`src/rtl/ctu_clsp_dram_ckseq_pkg.sv`:
```
// Shared definitions for the DRAM-domain reset / cken sequencer.
// Holds the 3-bit sequencer state encoding, the per-channel cken index
// constants and a small helper that turns a channel index into a one-hot mask.
package ctu_clsp_dram_ckseq_pkg;

    // Number of cken channels driven by the sequencer.
    localparam int NUM_CH = 6;

    // Width of the channel index register (covers 0..NUM_CH-1).
    localparam int IDX_W = 3;

    // Channel index constants, in cken_mask / cken_dg bit order.
    localparam logic [IDX_W-1:0] CH_DRAM02 = 3'd0;
    localparam logic [IDX_W-1:0] CH_DRAM13 = 3'd1;
    localparam logic [IDX_W-1:0] CH_DDR0   = 3'd2;
    localparam logic [IDX_W-1:0] CH_DDR1   = 3'd3;
    localparam logic [IDX_W-1:0] CH_DDR2   = 3'd4;
    localparam logic [IDX_W-1:0] CH_DDR3   = 3'd5;

    // Ramp-up walks CH_FIRST..CH_LAST, ramp-down walks CH_LAST..CH_FIRST.
    localparam logic [IDX_W-1:0] CH_FIRST = CH_DRAM02;
    localparam logic [IDX_W-1:0] CH_LAST  = CH_DDR3;

    // Sequencer states. ST_DBG is only reachable when the debug-init
    // feature is compiled in.
    typedef enum logic [2:0] {
        ST_WAIT_START = 3'd0,
        ST_HOLD       = 3'd1,
        ST_EDGE       = 3'd2,
        ST_CKEN_UP    = 3'd3,
        ST_RUN        = 3'd4,
        ST_CKEN_DN    = 3'd5,
        ST_DBG        = 3'd6
    } ckseq_state_e;

    // True for the states in which the DRAM must be held in reset.
    function automatic logic grst_asserted(input ckseq_state_e st);
        return (st == ST_WAIT_START) || (st == ST_HOLD) || (st == ST_CKEN_DN);
    endfunction

endpackage

```
`src/rtl/ctu_clsp_dnctr.sv`:
```
// Loadable saturating down-counter with a zero flag.
// Load has priority over decrement; a decrement at zero leaves it at zero,
// so "zero" stays asserted until the next load.
module ctu_clsp_dnctr #(
    parameter int W = 4
) (
    input  logic         clk,
    input  logic         rst_n,
    input  logic         load,
    input  logic [W-1:0] load_val,
    input  logic         dec,
    output logic         zero
);

    logic [W-1:0] cnt_q;
    logic [W-1:0] cnt_d;

    // Next count: load wins, otherwise count down and stick at zero.
    always_comb begin
        cnt_d = cnt_q;
        if (load) begin
            cnt_d = load_val;
        end else if (dec && (cnt_q != '0)) begin
            cnt_d = cnt_q - W'(1);
        end
    end

    // Count register.
    always_ff @(posedge clk or negedge rst_n) begin
        if (!rst_n) begin
            cnt_q <= '0;
        end else begin
            cnt_q <= cnt_d;
        end
    end

    assign zero = (cnt_q == '0);

endmodule

```
`src/rtl/ctu_clsp_dram_ckseq.sv`:
```
// DRAM-domain reset / clock-enable sequencer.
// Drives the *_dg controls of the DRAM global interface stage: holds DRAM in
// reset, releases it on a sync edge, ramps the six cken channels up one at a
// time with a programmable gap, and ramps them down again on a warm reset.
// Optional debug-init path is compiled in with CTU_CKSEQ_DBGINIT_EN; without
// it the DBG state is unreachable and the debug-init outputs stay 0.
// All outputs come straight from flops.
module ctu_clsp_dram_ckseq
    import ctu_clsp_dram_ckseq_pkg::*;
#(
    parameter int STG_W = 4,
    parameter int HLD_W = 8
) (
    input  logic             dram_gclk,
    input  logic             io_pwron_rst_l,
    input  logic             start_clk_dg,
    input  logic             dram_sync_edge_dg,
    input  logic             grst_req_dg,
    input  logic             dbginit_req_dg,
    input  logic [5:0]       cken_mask,
    input  logic [STG_W-1:0] stagger_cnt,
    input  logic [HLD_W-1:0] hold_cnt,
    output logic             a_grst_dg,
    output logic             a_dbginit_dg,
    output logic             de_grst_dsync_edge_dg,
    output logic             de_dbginit_dsync_edge_dg,
    output logic [5:0]       cken_dg,
    output logic             seq_busy
);

    // Sequencer state and bookkeeping.
    ckseq_state_e     state_q, state_d;
    logic [IDX_W-1:0] idx_q, idx_d;
    logic             pend_q, pend_d;

    // Registered outputs.
    logic              a_grst_q, a_grst_d;
    logic              a_dbginit_q, a_dbginit_d;
    logic              de_grst_q, de_grst_d;
    logic              de_dbginit_q, de_dbginit_d;
    logic [NUM_CH-1:0] cken_q, cken_d;
    logic              busy_q, busy_d;

    // Counter controls.
    logic hold_load, hold_dec, hold_zero;
    logic gap_load, gap_dec, gap_zero;

    // One-hot decode of the channel currently being stepped.
    logic [NUM_CH-1:0] idx_sel;

`ifndef CTU_CKSEQ_DBGINIT_EN
    // The debug-init request has no consumer in this build.
    logic dbginit_req_unused;
    assign dbginit_req_unused = dbginit_req_dg;
`endif

    // Minimum reset hold time, also reused as the debug-init hold time.
    ctu_clsp_dnctr #(.W(HLD_W)) u_hold_ctr (
        .clk      (dram_gclk),
        .rst_n    (io_pwron_rst_l),
        .load     (hold_load),
        .load_val (hold_cnt),
        .dec      (hold_dec),
        .zero     (hold_zero)
    );

    // Gap between successive cken steps, reloaded after every step.
    ctu_clsp_dnctr #(.W(STG_W)) u_gap_ctr (
        .clk      (dram_gclk),
        .rst_n    (io_pwron_rst_l),
        .load     (gap_load),
        .load_val (stagger_cnt),
        .dec      (gap_dec),
        .zero     (gap_zero)
    );

    genvar gi;
    generate
        for (gi = 0; gi < NUM_CH; gi++) begin : g_idx_sel
            assign idx_sel[gi] = (idx_q == IDX_W'(gi));
        end
    endgenerate

    // State, output and bookkeeping registers.
    always_ff @(posedge dram_gclk or negedge io_pwron_rst_l) begin
        if (!io_pwron_rst_l) begin
            state_q      <= ST_WAIT_START;
            idx_q        <= '0;
            pend_q       <= 1'b0;
            a_grst_q     <= 1'b1;
            a_dbginit_q  <= 1'b0;
            de_grst_q    <= 1'b0;
            de_dbginit_q <= 1'b0;
            cken_q       <= '0;
            busy_q       <= 1'b1;
        end else begin
            state_q      <= state_d;
            idx_q        <= idx_d;
            pend_q       <= pend_d;
            a_grst_q     <= a_grst_d;
            a_dbginit_q  <= a_dbginit_d;
            de_grst_q    <= de_grst_d;
            de_dbginit_q <= de_dbginit_d;
            cken_q       <= cken_d;
            busy_q       <= busy_d;
        end
    end

    // Next state, channel index, pending warm-reset flag and counter controls.
    always_comb begin
        state_d   = state_q;
        idx_d     = idx_q;
        pend_d    = pend_q;
        hold_load = 1'b0;
        hold_dec  = 1'b0;
        gap_load  = 1'b0;
        gap_dec   = 1'b0;

        if (!start_clk_dg) begin
            // Clock stop overrides everything and forgets any pending request.
            state_d = ST_WAIT_START;
            idx_d   = '0;
            pend_d  = 1'b0;
        end else begin
            case (state_q)
                ST_WAIT_START: begin
                    state_d   = ST_HOLD;
                    hold_load = 1'b1;
                end

                ST_HOLD: begin
                    hold_dec = 1'b1;
                    if (grst_req_dg) begin
                        pend_d = 1'b1;
                    end
                    if (hold_zero && dram_sync_edge_dg) begin
                        state_d = ST_EDGE;
                    end
                end

                ST_EDGE: begin
                    if (grst_req_dg) begin
                        pend_d = 1'b1;
                    end
                    state_d  = ST_CKEN_UP;
                    idx_d    = CH_FIRST;
                    gap_load = 1'b1;
                end

                ST_CKEN_UP: begin
                    if (grst_req_dg) begin
                        pend_d = 1'b1;
                    end
                    if (gap_zero) begin
                        gap_load = 1'b1;
                        if (idx_q == CH_LAST) begin
                            state_d = ST_RUN;
                        end else begin
                            idx_d = idx_q + IDX_W'(1);
                        end
                    end else begin
                        gap_dec = 1'b1;
                    end
                end

                ST_RUN: begin
                    // A warm reset (new or held over from the ramp) beats debug-init.
                    if (pend_q || grst_req_dg) begin
                        state_d  = ST_CKEN_DN;
                        pend_d   = 1'b0;
                        idx_d    = CH_LAST;
                        gap_load = 1'b1;
                    end
`ifdef CTU_CKSEQ_DBGINIT_EN
                    else if (dbginit_req_dg) begin
                        state_d   = ST_DBG;
                        hold_load = 1'b1;
                    end
`endif
                end

                ST_CKEN_DN: begin
                    if (gap_zero) begin
                        if (idx_q == CH_FIRST) begin
                            state_d   = ST_HOLD;
                            hold_load = 1'b1;
                        end else begin
                            idx_d    = idx_q - IDX_W'(1);
                            gap_load = 1'b1;
                        end
                    end else begin
                        gap_dec = 1'b1;
                    end
                end

`ifdef CTU_CKSEQ_DBGINIT_EN
                ST_DBG: begin
                    if (grst_req_dg) begin
                        state_d  = ST_CKEN_DN;
                        idx_d    = CH_LAST;
                        gap_load = 1'b1;
                    end else begin
                        hold_dec = 1'b1;
                        if (hold_zero && dram_sync_edge_dg) begin
                            state_d = ST_RUN;
                        end
                    end
                end
`endif

                default: begin
                    state_d = ST_WAIT_START;
                    idx_d   = '0;
                    pend_d  = 1'b0;
                end
            endcase
        end
    end

    // Next output values, derived from the state being entered.
    always_comb begin
        a_grst_d     = grst_asserted(state_d);
        busy_d       = (state_d != ST_RUN);
        de_grst_d    = (state_d == ST_EDGE);
`ifdef CTU_CKSEQ_DBGINIT_EN
        a_dbginit_d  = (state_d == ST_DBG);
        de_dbginit_d = (state_q == ST_DBG) && (state_d == ST_RUN);
`else
        a_dbginit_d  = 1'b0;
        de_dbginit_d = 1'b0;
`endif

        cken_d = cken_q;
        case (state_q)
            ST_CKEN_UP: begin
                // Each step copies one mask bit, so masked-off channels still
                // take their full gap and the ramp timing is mask independent.
                if (gap_zero) begin
                    cken_d = (cken_q & ~idx_sel) | (cken_mask & idx_sel);
                end
            end
            ST_RUN: begin
                cken_d = cken_mask;
            end
            ST_CKEN_DN: begin
                if (gap_zero) begin
                    cken_d = cken_q & ~idx_sel;
                end
            end
            default: begin
                cken_d = cken_q;
            end
        endcase

        if (state_d == ST_WAIT_START) begin
            cken_d = '0;
        end
    end

    assign a_grst_dg                = a_grst_q;
    assign a_dbginit_dg             = a_dbginit_q;
    assign de_grst_dsync_edge_dg    = de_grst_q;
    assign de_dbginit_dsync_edge_dg = de_dbginit_q;
    assign cken_dg                  = cken_q;
    assign seq_busy                 = busy_q;

endmodule

```
`config.mk`:
```
export PLATFORM = sky130hd
export DESIGN_NAME = ctu_clsp_dram_ckseq
export DESIGN_NICKNAME = d
export VERILOG_FILES = /design/src/rtl/ctu_clsp_dram_ckseq_pkg.sv /design/src/rtl/ctu_clsp_dnctr.sv /design/src/rtl/ctu_clsp_dram_ckseq.sv
export SDC_FILE = /design/constraint.sdc
export NUM_CORES = 1
export LEC_CHECK = 0
export CAP_MARGIN = 10
export CORE_MARGIN = 5
export CORE_UTILIZATION = 47
export DETAILED_ROUTE_END_ITERATION = 12
export HOLD_SLACK_MARGIN = 0.03
export PLACE_DENSITY = 0.8
export SETUP_SLACK_MARGIN = 0.15
export SLEW_MARGIN = 20
export SYNTH_ARGS = -nofsm -noshare
export SYNTH_HDL_FRONTEND = slang
export SYNTH_HIERARCHICAL = 1
export SYNTH_SLANG_ARGS = --single-unit
```
`constraint.sdc`:
```
create_clock -name dram_gclk -period 2.45 [get_ports dram_gclk]
set_input_delay 0.245 -clock dram_gclk [delete_from_list [all_inputs] [get_ports dram_gclk]]
set_output_delay 0.245 -clock dram_gclk [all_outputs]
set_load 0.05 [all_outputs]
```
* Word-level counts from Yosys, hierarchy flattened *
Index checks and enable logic that the tools add are counted.

operators by class
  $add $sub $neg = 4
  reductions and logical operators = 23
  equality and inequality tests = 24
  bitwise operators = 4
  mux-type cells = 42

operator list
  cell                 number
  $mux 3               13
  $ne 3x3->1 const B   8
  $mux 6               3
  $pmux 3 s6           1
  $pmux 6 s3           1
  $mux 1               16
  $mux 8               2
  $eq 3x2->1 const B   5
  $eq 3x3->1 const B   5
  $and 6x6->6          2
  $pmux 3 s4           1
  $eq 3x1->1 const B   3
  $logic_not 3->1      3
  $logic_not 8->1      1
  $mux 4               2
  $reduce_bool 4->1    2
  $reduce_bool 8->1    1
  $sub 8x1->8 const B  1
  $not 6->6            1
  $or 6x6->6           1
  $reduce_and 3->1     2
  $reduce_and 6->1     1
  $reduce_or 2->1      3
  $logic_not 4->1      1
  12 further kinds     18

storage, ports and cells
  register bits = 28
  logic and storage cells = 106
  output and inout port bits = 11
  input bits = 24

* Depth between registers and ports, before layout *
Gate-level depths: netlist of run 1.

  word-level depth = 8
  gate-level depth with buffers = 12
  mapped depth without buffers = 10

* Hierarchy *
The synthesis of run 1 kept the hierarchy.

modules (own cells, without submodules)
  module                       area each (um2)  cells an instance  times used  sequential area each (um2)
  ctu_clsp_dram_ckseq          1143.6           136                1           402.9
  ctu_clsp_dnctr (u_hold_ctr)  528.0            58                 1           200.2
  ctu_clsp_dnctr (u_gap_ctr)   270.3            27                 1           100.1

* Worst setup path before layout of run 1 *
OpenSTA, ideal clock, no wires.

  path type = flip-flop to flip-flop
  from = register u_gap_ctr.cnt_q[0]
  to = register u_hold_ctr.cnt_q[7]
  stages on the path, launching flop included = 12
  data required time = 2.324 ns
  period minus slack after synthesis = 2.388 ns
  path buffers = 1
  setup time = 0.126 ns
  arrival = 2.262 ns
  path slack = 0.062 ns
  cell sequence = dfrtp_1 inv_1 ha_1 nor3b_2 clkbuf_1 nand4b_1 nand2_1 nand2_1 nor2_1 clkinv_1 o311a_1 a221o_1

between the ends
  word-level cells in the longest chain between the ends = 5
  elaborated cells on any way between the ends = 6
  classes of those cells = mux: 4; reduce/logical: 2

ends and longest elaborated chain
  what                                         line                        RTL
  start, declared                              ctu_clsp_dnctr.sv:15        logic [W-1:0] cnt_q;
  start signal, assigned                       ctu_clsp_dnctr.sv:33        cnt_q <= cnt_d;
  $logic_not 4->1 *                            ctu_clsp_dnctr.sv:37        assign zero = (cnt_q == '0);
  net gap_zero                                 ctu_clsp_dram_ckseq.sv:46   logic gap_load, gap_dec, gap_zero;
  $mux 1 *                                     ctu_clsp_dram_ckseq.sv:183  if (gap_zero) begin
  $pmux 1 s2 *                                 ctu_clsp_dram_ckseq.sv:125  case (state_q)
  $mux 1 *                                     ctu_clsp_dram_ckseq.sv:119  if (!start_clk_dg) begin
  net hold_load                                ctu_clsp_dram_ckseq.sv:45   logic hold_load, hold_dec, hold_zero;
  $mux 8 or $reduce_bool 2->1 (tied branches)  n/a
  end signal, assigned                         ctu_clsp_dnctr.sv:33
  end, declared                                ctu_clsp_dnctr.sv:15

Mark *: on every way through the listed nets, which the timed path passes. The rest lies on a longest branch.
A chain may end at the register's enable or synchronous reset.

* Worst setup path after layout of run 1 *
  from = register idx_q[0]
  to = register u_gap_ctr.cnt_q[1]

between the ends
  word-level cells in the longest chain between the ends = 6
  elaborated cells on any way between the ends = 7
  classes of those cells = mux: 5; reduce/logical: 2

ends and longest elaborated chain
  what                                         line                        RTL
  start, declared                              ctu_clsp_dram_ckseq.sv:33   logic [IDX_W-1:0] idx_q, idx_d;
  start signal, assigned                       ctu_clsp_dram_ckseq.sv:98   idx_q <= idx_d;
  $logic_not 3->1 *                            ctu_clsp_dram_ckseq.sv:184  if (idx_q == CH_FIRST) begin
  $mux 1 *                                     ctu_clsp_dram_ckseq.sv:184
  $mux 1 *                                     ctu_clsp_dram_ckseq.sv:183
  $pmux 1 s4 *                                 ctu_clsp_dram_ckseq.sv:125
  $mux 1 *                                     ctu_clsp_dram_ckseq.sv:119
  net gap_load                                 ctu_clsp_dram_ckseq.sv:46
  $mux 4 or $reduce_bool 2->1 (tied branches)  n/a

Marks and branches as above.

==> results of run 1 <==
-- path summary, 6_finish.rpt --
| check | start | end | slack (ns) |
|---|---|---|---|
| setup reg to reg | idx_q[0] | u_gap_ctr/cnt_q[1] | 0.27 |
| max in group asynchronous | io_pwron_rst_l | seq_busy | 1.79 |
| hold reg to reg | cken_dg[1] | cken_dg[1] | 0.54 |
| hold / removal | io_pwron_rst_l | u_hold_ctr/cnt_q[6] | 0.34 |
| min in group dram_gclk | cken_mask[1] | cken_dg[1] | 0.50 |
| setup / recovery | idx_q[0] | u_gap_ctr/cnt_q[1] | 0.27 |
-- power by group --
group / switching (uW) / internal, uW / total, uW
clock: 148 / 117 / 265
sequential: 40.4 / 494 / 535
combinational: 116 / 121 / 237
total: 304 / 733 / 1040
-- worst max-delay path: stages (launching register included) --
cell and delay, ns:
dfrtp_1 0.45, inv_1 0.13, ha_2 0.23, nand2b_1 0.11, a31oi_1 0.19, o22ai_1 0.09, and2_2 0.27, or4_1 0.55
o211ai_2 0.08
-- metal layers --
layer  vias up  routed length [um]  global-route usage
met4         0                  69              0.0711
li1        885                   -                   -
met2        45                2070               0.276
met5         -                   0                   0
met3         9                 256              0.0432
met1       832                1980               0.207
-- registers in the layout, summed over array words and instances, names as in the netlist --
name,count
idx_q,3
de_grst_dsync_edge_dg,1
a_grst_dg,1
cken_dg,6
u_hold_ctr/cnt_q,8
state_q,3
pend_q,1
u_gap_ctr/cnt_q,4
seq_busy,1
-- layout make-up --
cell class | count | area, um2 | area share
clock buffers | 4 | 45.0 | 0.0185
inverters | 13 | 50.0 | 0.0206
multi-input cells | 169 | 1150 | 0.473
flip-flops and latches | 28 | 703 | 0.290
well taps | 50 | 62.6 | 0.0258
repair buffers | 45 | 419 | 0.173
-- kinds of logic after synthesis --
group | synth area share
adders and majority gates | 0.0580
DFF | 0.362
and+or+nand+nor | 0.273
muxes | 0.0258
AOI/OAI and AO/OA | 0.216
buffers and inverters | 0.0586
xor gates and xnor gates | 0.00451
other | 0.00193
-- layout by cell type (no fill, tap or decap), types with 2 or more instances in the layout --
cell type,n
a21oi_1,12
a221o_1,3
a31oi_1,5
and2_1,3
buf_4,13
clkbuf_8,3
clkdlybuf4s50_1,31
conb_1,2
dfrtp_1,26
dfstp_2,2
ha_1,8
inv_1,12
mux2i_1,5
nand2_1,24
nand2b_1,3
nand3_1,2
nand4_1,6
nand4b_1,2
nor2_1,14
nor2_2,3
nor2b_1,5
nor3_1,6
nor3_2,2
nor3b_1,4
o211ai_1,7
o21ai_0,7
o22ai_1,2
o31a_1,2
or2b_1,3
or4_1,4
-- stage by stage --
stage | hold WS [ns] | instance area, um2 | power, uW | setup slack, ns | instances
2_1_floorplan | -0.0506 | 1950 | 677 | 0.195 | 222
3_3_place_gp | 0.518 | 2340 | 761 | 0.215 | 302
3_5_place_dp | 0.519 | 2340 | 769 | 0.208 | 302
4_1_cts | 0.346 | 2380 | 1040 | 0.190 | 306
5_1_grt | 0.370 | 2430 | 1090 | 0.163 | 309
6_report | 0.337 | 2430 | 1040 | 0.274 | 309
-- what timing repair did --
| action | CTS | global route |
|---|---|---|
| setup buffers | 0 | 3 |
| setup endpoints to repair | 0 | 11 |
| resized for setup | 0 | 7 |
==> results.ini, run 1 <==
[hold_path]
hold_class = primary input to async pin

[placed_design]
port_buffers = 31
post-dp-hpwl_mm = 3.26
gp_congestion = 0.899

[routing]
drtIter0Drc = 124
routed_wl_mm = 4.38
drtPass1Iterations = 5
wl_per_cell_um = 14.2
vias = 1771
antenna_left = 0
drc = 0
routed_via_density = 5.73

[floorplanning]
floorplan.initialDensity = 0.485
core_um2 = 4000
dieHeight_um = 74.3
ios = 35
die_area_um2 = 5520
die_width_um = 74.3
num_rows = 23

[logic_synthesis]
synth.top_cell.area_share = 0.335
yosysUniqueCellTypes = 66
yosys_warnings = 6
yosysTopAreaCell = dfrtp_1
synth_area_um2 = 1940
yosys-top-cells-area = dfrtp_1 34%, ha_1 5.8%, nand2_1 4.6%, a21oi_1 3.1%, nor2_1 3.1%
ys_async_sr_fraction = 1.00
synth_edf_count = 0
yosys_most_used_dff = dfrtp_1
ys_ff_latch = 28
yosysSeqAreaShare = 0.362
syn_avg_cell_area_um2 = 8.79
synth_commonest_cells = 26 x dfrtp_1, 24 x nand2_1, 16 x nor2_1
synthCells = 221
post-synth-top-count-cell = dfrtp_1

[sta]
setup-tns-final_ns = 0
fmax_mhz = 460
skew_ns = 0.00744
finalCritPeriodShare = 0.888
fin_crit_ns = 2.18
tightest_slew_ns = 0.641
relSlewSlack = 0.569
final_hold_viol_count = 0
setup_viol = 0
drv_slew = 0
rsz0062_at_grt = no

[cts]
ctsHoldBuffers = 0
clock-root-buffer = clkbuf_8
cts_buffers = 3
htree_levels = 1
clkLatencyLatePin_ns = 0.29
cts_buffer_depth = 2
cts_tree = built
clk_pin_slew_ns = 0.10
cts.sinks = 28

[global_routing]
grt-ovfl-total = 0
grt_usage = 0.167
grt_pass1_wl_mm = 7.28
grt_max_degree = 29
grt_pass1_vias = 1684
antenna_found_initial = 0

[worst_setup_path]
crit_required_ns = 2.67
cp.arrival_ns = 2.39
worstSetupPathType = register to register
end_kind = register
cp-start-kind = register
r2r_cells = 8
cp_max_fo = 10

[cells_and_area]
layout-drive-gt1-share = 0.131
diodes = 0
nNetsFinal = 293
fillers = 365
area_delta_synth_final_pct = 25.1
final_util = 0.607

[pwr]
irDropWorstVdd_mv = 0.368
p_per_area_nw_per_um2 = 427
power_leakage_uw = 0.000981

[job]
max_cap_viol_count = 0

[outcome]
status = completed

No activity file was read; power rests on OpenSTA's default activity.
==> run 2, diff against run 1 <==
- CORE_MARGIN: 5 -> 10
- CTS_BUF_LIST: default -> sky130_fd_sc_hd__clkbuf_16
==> results.ini, run 2 (synthesis results as in run 1) <==
[cts]
cts_buffer_depth = 2
clock-root-buffer = clkbuf_16
clk_pin_slew_ns = 0.07
cts_buffers = 3
cts.sinks = 28
ctsHoldBuffers = 0
clkLatencyLatePin_ns = 0.26
htree_levels = 1
cts_tree = built

[sta]
fin_crit_ns = 2.14
setup_viol = 0
relSlewSlack = 0.549
skew_ns = 0.00854
setup-tns-final_ns = 0
finalCritPeriodShare = 0.871
drv_slew = 0
fmax_mhz = 468
rsz0062_at_grt = no
setup_ws_ns = 0.315
final_hold_viol_count = 0
tightest_slew_ns = 0.670

[routing]
antenna_left = 0
drtPass1Iterations = 4
wl_per_cell_um = 15.0
drtIter0Drc = 92
routed_via_density = 5.77
vias = 1778
drc = 0
routed_wl_mm = 4.61

[worst_setup_path]
crit_required_ns = 2.64
cp.arrival_ns = 2.32
r2r_cells = 8
end_kind = register
worstSetupPathType = register to register
reg2reg_from = idx_q[0]
startpoint = idx_q[0]
cp-start-kind = register
cp_max_fo = 10
timing.rr.end = u_gap_ctr/cnt_q[1]
reg2reg_slack_ns = 0.31
endpoint = u_gap_ctr/cnt_q[1]

[global_routing]
use_met3 = 0.0435
grt_pass1_vias = 1761
antenna_found_initial = 0
grt_max_degree = 29
grt_use_met1 = 0.157
grt_usage = 0.130
use_met2 = 0.220
grt-ovfl-total = 0
grt-busiest-layer = met2
grt_pass1_wl_mm = 8.05

[floorplanning]
dieHeight_um = 84.3
num_rows = 23
ios = 35
core_um2 = 4000
die_area_um2 = 7100
floorplan.initialDensity = 0.485
die_width_um = 84.3

[cells_and_area]
final_cell_mix = 31 x clkdlybuf4s50_1, 25 x dfrtp_1, 24 x nand2_1
nNetsFinal = 292
layout-drive-gt1-share = 0.124
largest_reg_flops = 8
diodes = 0
layout_commonest_cell = clkdlybuf4s50_1
fillers = 344
top_register = u_hold_ctr/cnt_q
area_delta_synth_final_pct = 26.7

[hold_path]
hold_class = primary input to async pin

[pwr]
irDropWorstVdd_mv = 0.416
power_leakage_uw = 0.00100
p_per_area_nw_per_um2 = 462

[job]
max_cap_viol_count = 0

[outcome]
status = completed

[placed_design]
gp_congestion = 0.872
post-dp-hpwl_mm = 3.50
dp_slack_ns = 0.201
port_buffers = 31

run 2: changes by cell type in the layout (fill, tap and decap cells not counted), sizes merged:
cell    delta
clkbuf     -1
inv        +1
bufinv     +1
clkinv     -1
buf        -1
run 2: routing by layer:
metal,part of all wire,vias up
met1,0.45,834
li1,-,888
met5,0,-
met3,0.072,2
met2,0.48,54
met4,0.0033,0
run 2: how the worst min path moves through the flow:
stage                         startpoint                   to  slack, ns  cells past startpoint
after global routing      io_pwron_rst_l  u_hold_ctr/cnt_q[6]       0.40                      2
after floorplan           io_pwron_rst_l           cken_dg[0]      -0.05                      0
final                     io_pwron_rst_l  u_hold_ctr/cnt_q[6]       0.36                      2
after global placement        cken_dg[3]           cken_dg[3]       0.52                      2
after detailed placement      cken_dg[5]           cken_dg[5]       0.52                      2
after CTS                 io_pwron_rst_l  u_hold_ctr/cnt_q[6]       0.37                      2
run 2: where the power goes:
part	leakage, uW	total, uW	switching [uW]	internal [uW]
logic	0.000603	236	115	121
clock network	0.0000423	365	147	218
registers	0.000357	535	40.3	495
total	0.00100	1140	302	835
run 2: timing repair:
action,in CTS,in global routing
buffers inserted,0,1
gates resized for setup,0,6
endpoints found under the setup margin,0,8
run 2: stage by stage:
step	power (uW)	cell area, um2	utilization	hold slack, ns	cells
after global routing	1200	2460	0.615	0.398	308
after detailed placement	768	2340	0.586	0.525	303
after floorplan	677	1950	-	-0.0506	222
final	1140	2460	0.615	0.358	308
after CTS	1140	2420	0.606	0.369	307
after global placement	761	2340	0.586	0.517	303
run 2: layout make-up:
type / count / area, um2 / share of cell area
Clock buffer: 3 / 75.1 / 0.0305
Timing Repair Buffer: 44 / 408 / 0.166
Sequential cell: 28 / 704 / 0.286
Tap cell: 50 / 62.6 / 0.0254
Multi-Input combinational cell: 169 / 1140 / 0.465
Clock inverter: 1 / 3.75 / 0.00153
Inverter: 13 / 62.6 / 0.0254
run 2: worst max-delay path, cell delays in order (launching register included):
cell and delay (ns):
dfrtp_2 0.44, inv_1 0.13, ha_2 0.23, nand2b_1 0.10, a31oi_1 0.18, o22ai_1 0.09
and2_2 0.26, or4_1 0.55, o211ai_2 0.08
==> run 3, diff against run 2 <==
- REMOVE_ABC_BUFFERS: default -> 1
- SLEW_MARGIN: 20 -> default
==> results.ini, run 3 (synthesis results as in run 1) <==
[outcome]
status = completed

[floorplanning]
dieHeight_um = 84.3
core_um2 = 4000
die_width_um = 84.3
die_area_um2 = 7100
floorplan.initialDensity = 0.485
ios = 35
num_rows = 23

[sta]
tightest_slew_ns = 0.709
rsz0062_at_grt = yes
setup_ws_ns = 0.293
relSlewSlack = 0.523
whs_ns = 0.355
skew_ns = 0.00389
final_hold_viol_count = 0
fin_crit_ns = 2.16
finalCritPeriodShare = 0.880
fmax_mhz = 464
drv_slew = 0
setup-tns-final_ns = 0
setup_viol = 0

[worst_setup_path]
timing.rr.end = u_gap_ctr/cnt_q[1]
cp.arrival_ns = 2.35
reg2reg_slack_ns = 0.29
r2r_cells = 8
endpoint = u_gap_ctr/cnt_q[1]
end_kind = register
crit_required_ns = 2.64
worstSetupPathType = register to register
slowest_delay_ns = 0.55
cp-start-kind = register
slowest_stage = or4_1
cp_max_fo = 10
path_cells = inv_1 > ha_2 > nand2b_1 > a31oi_1 > o22ai_1 > and2_2 > or4_1 > o211ai_2
startpoint = idx_q[0]
reg2reg_from = idx_q[0]

[routing]
drc = 0
wl_per_cell_um = 15.5
drtPass1Iterations = 4
drtIter0Drc = 210
routed_wl_mm = 4.74
routed_via_density = 5.87
antenna_left = 0
vias = 1795

[cells_and_area]
largest_reg_flops = 8
layout_commonest_cell = clkdlybuf4s50_1
area_delta_synth_final_pct = 26.5
nNetsFinal = 290
final_util = 0.614
diodes = 0
layout-drive-gt1-share = 0.117
fillers = 350
top_register = u_hold_ctr/cnt_q
final_cell_mix = 31 x clkdlybuf4s50_1, 25 x dfrtp_1, 24 x nand2_1

[global_routing]
grt-busiest-layer = met2
grt_max_degree = 29
use_met2 = 0.212
grt_pass1_wl_mm = 8.16
grt-ovfl-total = 0
grt_usage = 0.132
use_met3 = 0.0232
grt_pass1_vias = 1706
grt_use_met1 = 0.170
antenna_found_initial = 0

[placed_design]
post-dp-hpwl_mm = 3.46
gp_congestion = 0.847
dp_slack_ns = 0.181
port_buffers = 31

[job]
max_cap_viol_count = 0

[pwr]
power_leakage_uw = 0.000993
p_per_area_nw_per_um2 = 512
irDropWorstVdd_mv = 0.270

[cts]
cts_buffers = 3
ctsHoldBuffers = 0
cts_tree = built
clk_pin_slew_ns = 0.07
htree_levels = 1
clock-root-buffer = clkbuf_16
cts_buffer_depth = 2
cts.sinks = 28
clkLatencyLatePin_ns = 0.27

[hold_path]
hold_class = primary input to async pin

-- run 3: how the worst min path moves through the flow --
| stage | to | slack (ns) | depth (start not counted) | startpoint |
|---|---|---|---|---|
| 3_3_place_gp | cken_dg[1] | 0.52 | 2 | cken_dg[1] |
| 2_1_floorplan | cken_dg[0] | -0.05 | 0 | io_pwron_rst_l |
| 5_1_grt | u_gap_ctr/cnt_q[3] | 0.40 | 2 | io_pwron_rst_l |
| 4_1_cts | u_gap_ctr/cnt_q[2] | 0.37 | 2 | io_pwron_rst_l |
| 6_report | u_gap_ctr/cnt_q[1] | 0.35 | 2 | io_pwron_rst_l |
| 3_5_place_dp | cken_dg[3] | 0.53 | 2 | cken_dg[3] |
-- run 3: critical path, delay by kind of cell, from the launching register on --
family / cells / cell delay (ns)
buffers and inverters: 1 / 0.12
AO/OA/AOI/OAI: 3 / 0.36
AND/OR/NAND/NOR: 3 / 0.93
flip-flops: 1 / 0.45
adder cells (fa/ha/maj): 1 / 0.23
-- run 3: layout make-up --
class / instances / area (um2) / share of cell area
multi-input cells: 169 / 1140 / 0.464
flip-flops and latches: 28 / 704 / 0.287
repair buffers: 42 / 397 / 0.161
clock buffers: 3 / 75.1 / 0.0306
well taps: 50 / 62.6 / 0.0255
inverters: 13 / 48.8 / 0.0199
clock inverters: 1 / 30.0 / 0.0122
-- run 3: what timing repair did --
item / 4_1_cts / 5_1_grt
resized for setup: 0 / 6
setup buffers: 0 / 0
endpoints found under the setup margin: 0 / 5
-- run 3: layer usage --
layer,share of wire,up-vias,routed length [um]
met5,0,-,0
met4,0.017,0,80
met3,0.039,7,187
met2,0.49,41,2320
met1,0.45,865,2150
li1,-,882,-
-- run 3: power breakdown --
part	switching (uW)	internal, uW
logic	115	115
clock network	166	326
registers	40.7	494
-- run 3: per-stage QoR --
stage,power [uW],area (um2),instances
after global placement,760,2340,302
final,1260,2460,306
after global routing,1320,2460,306
after CTS,1260,2440,306
after detailed placement,768,2340,302
after floorplan,668,1880,210
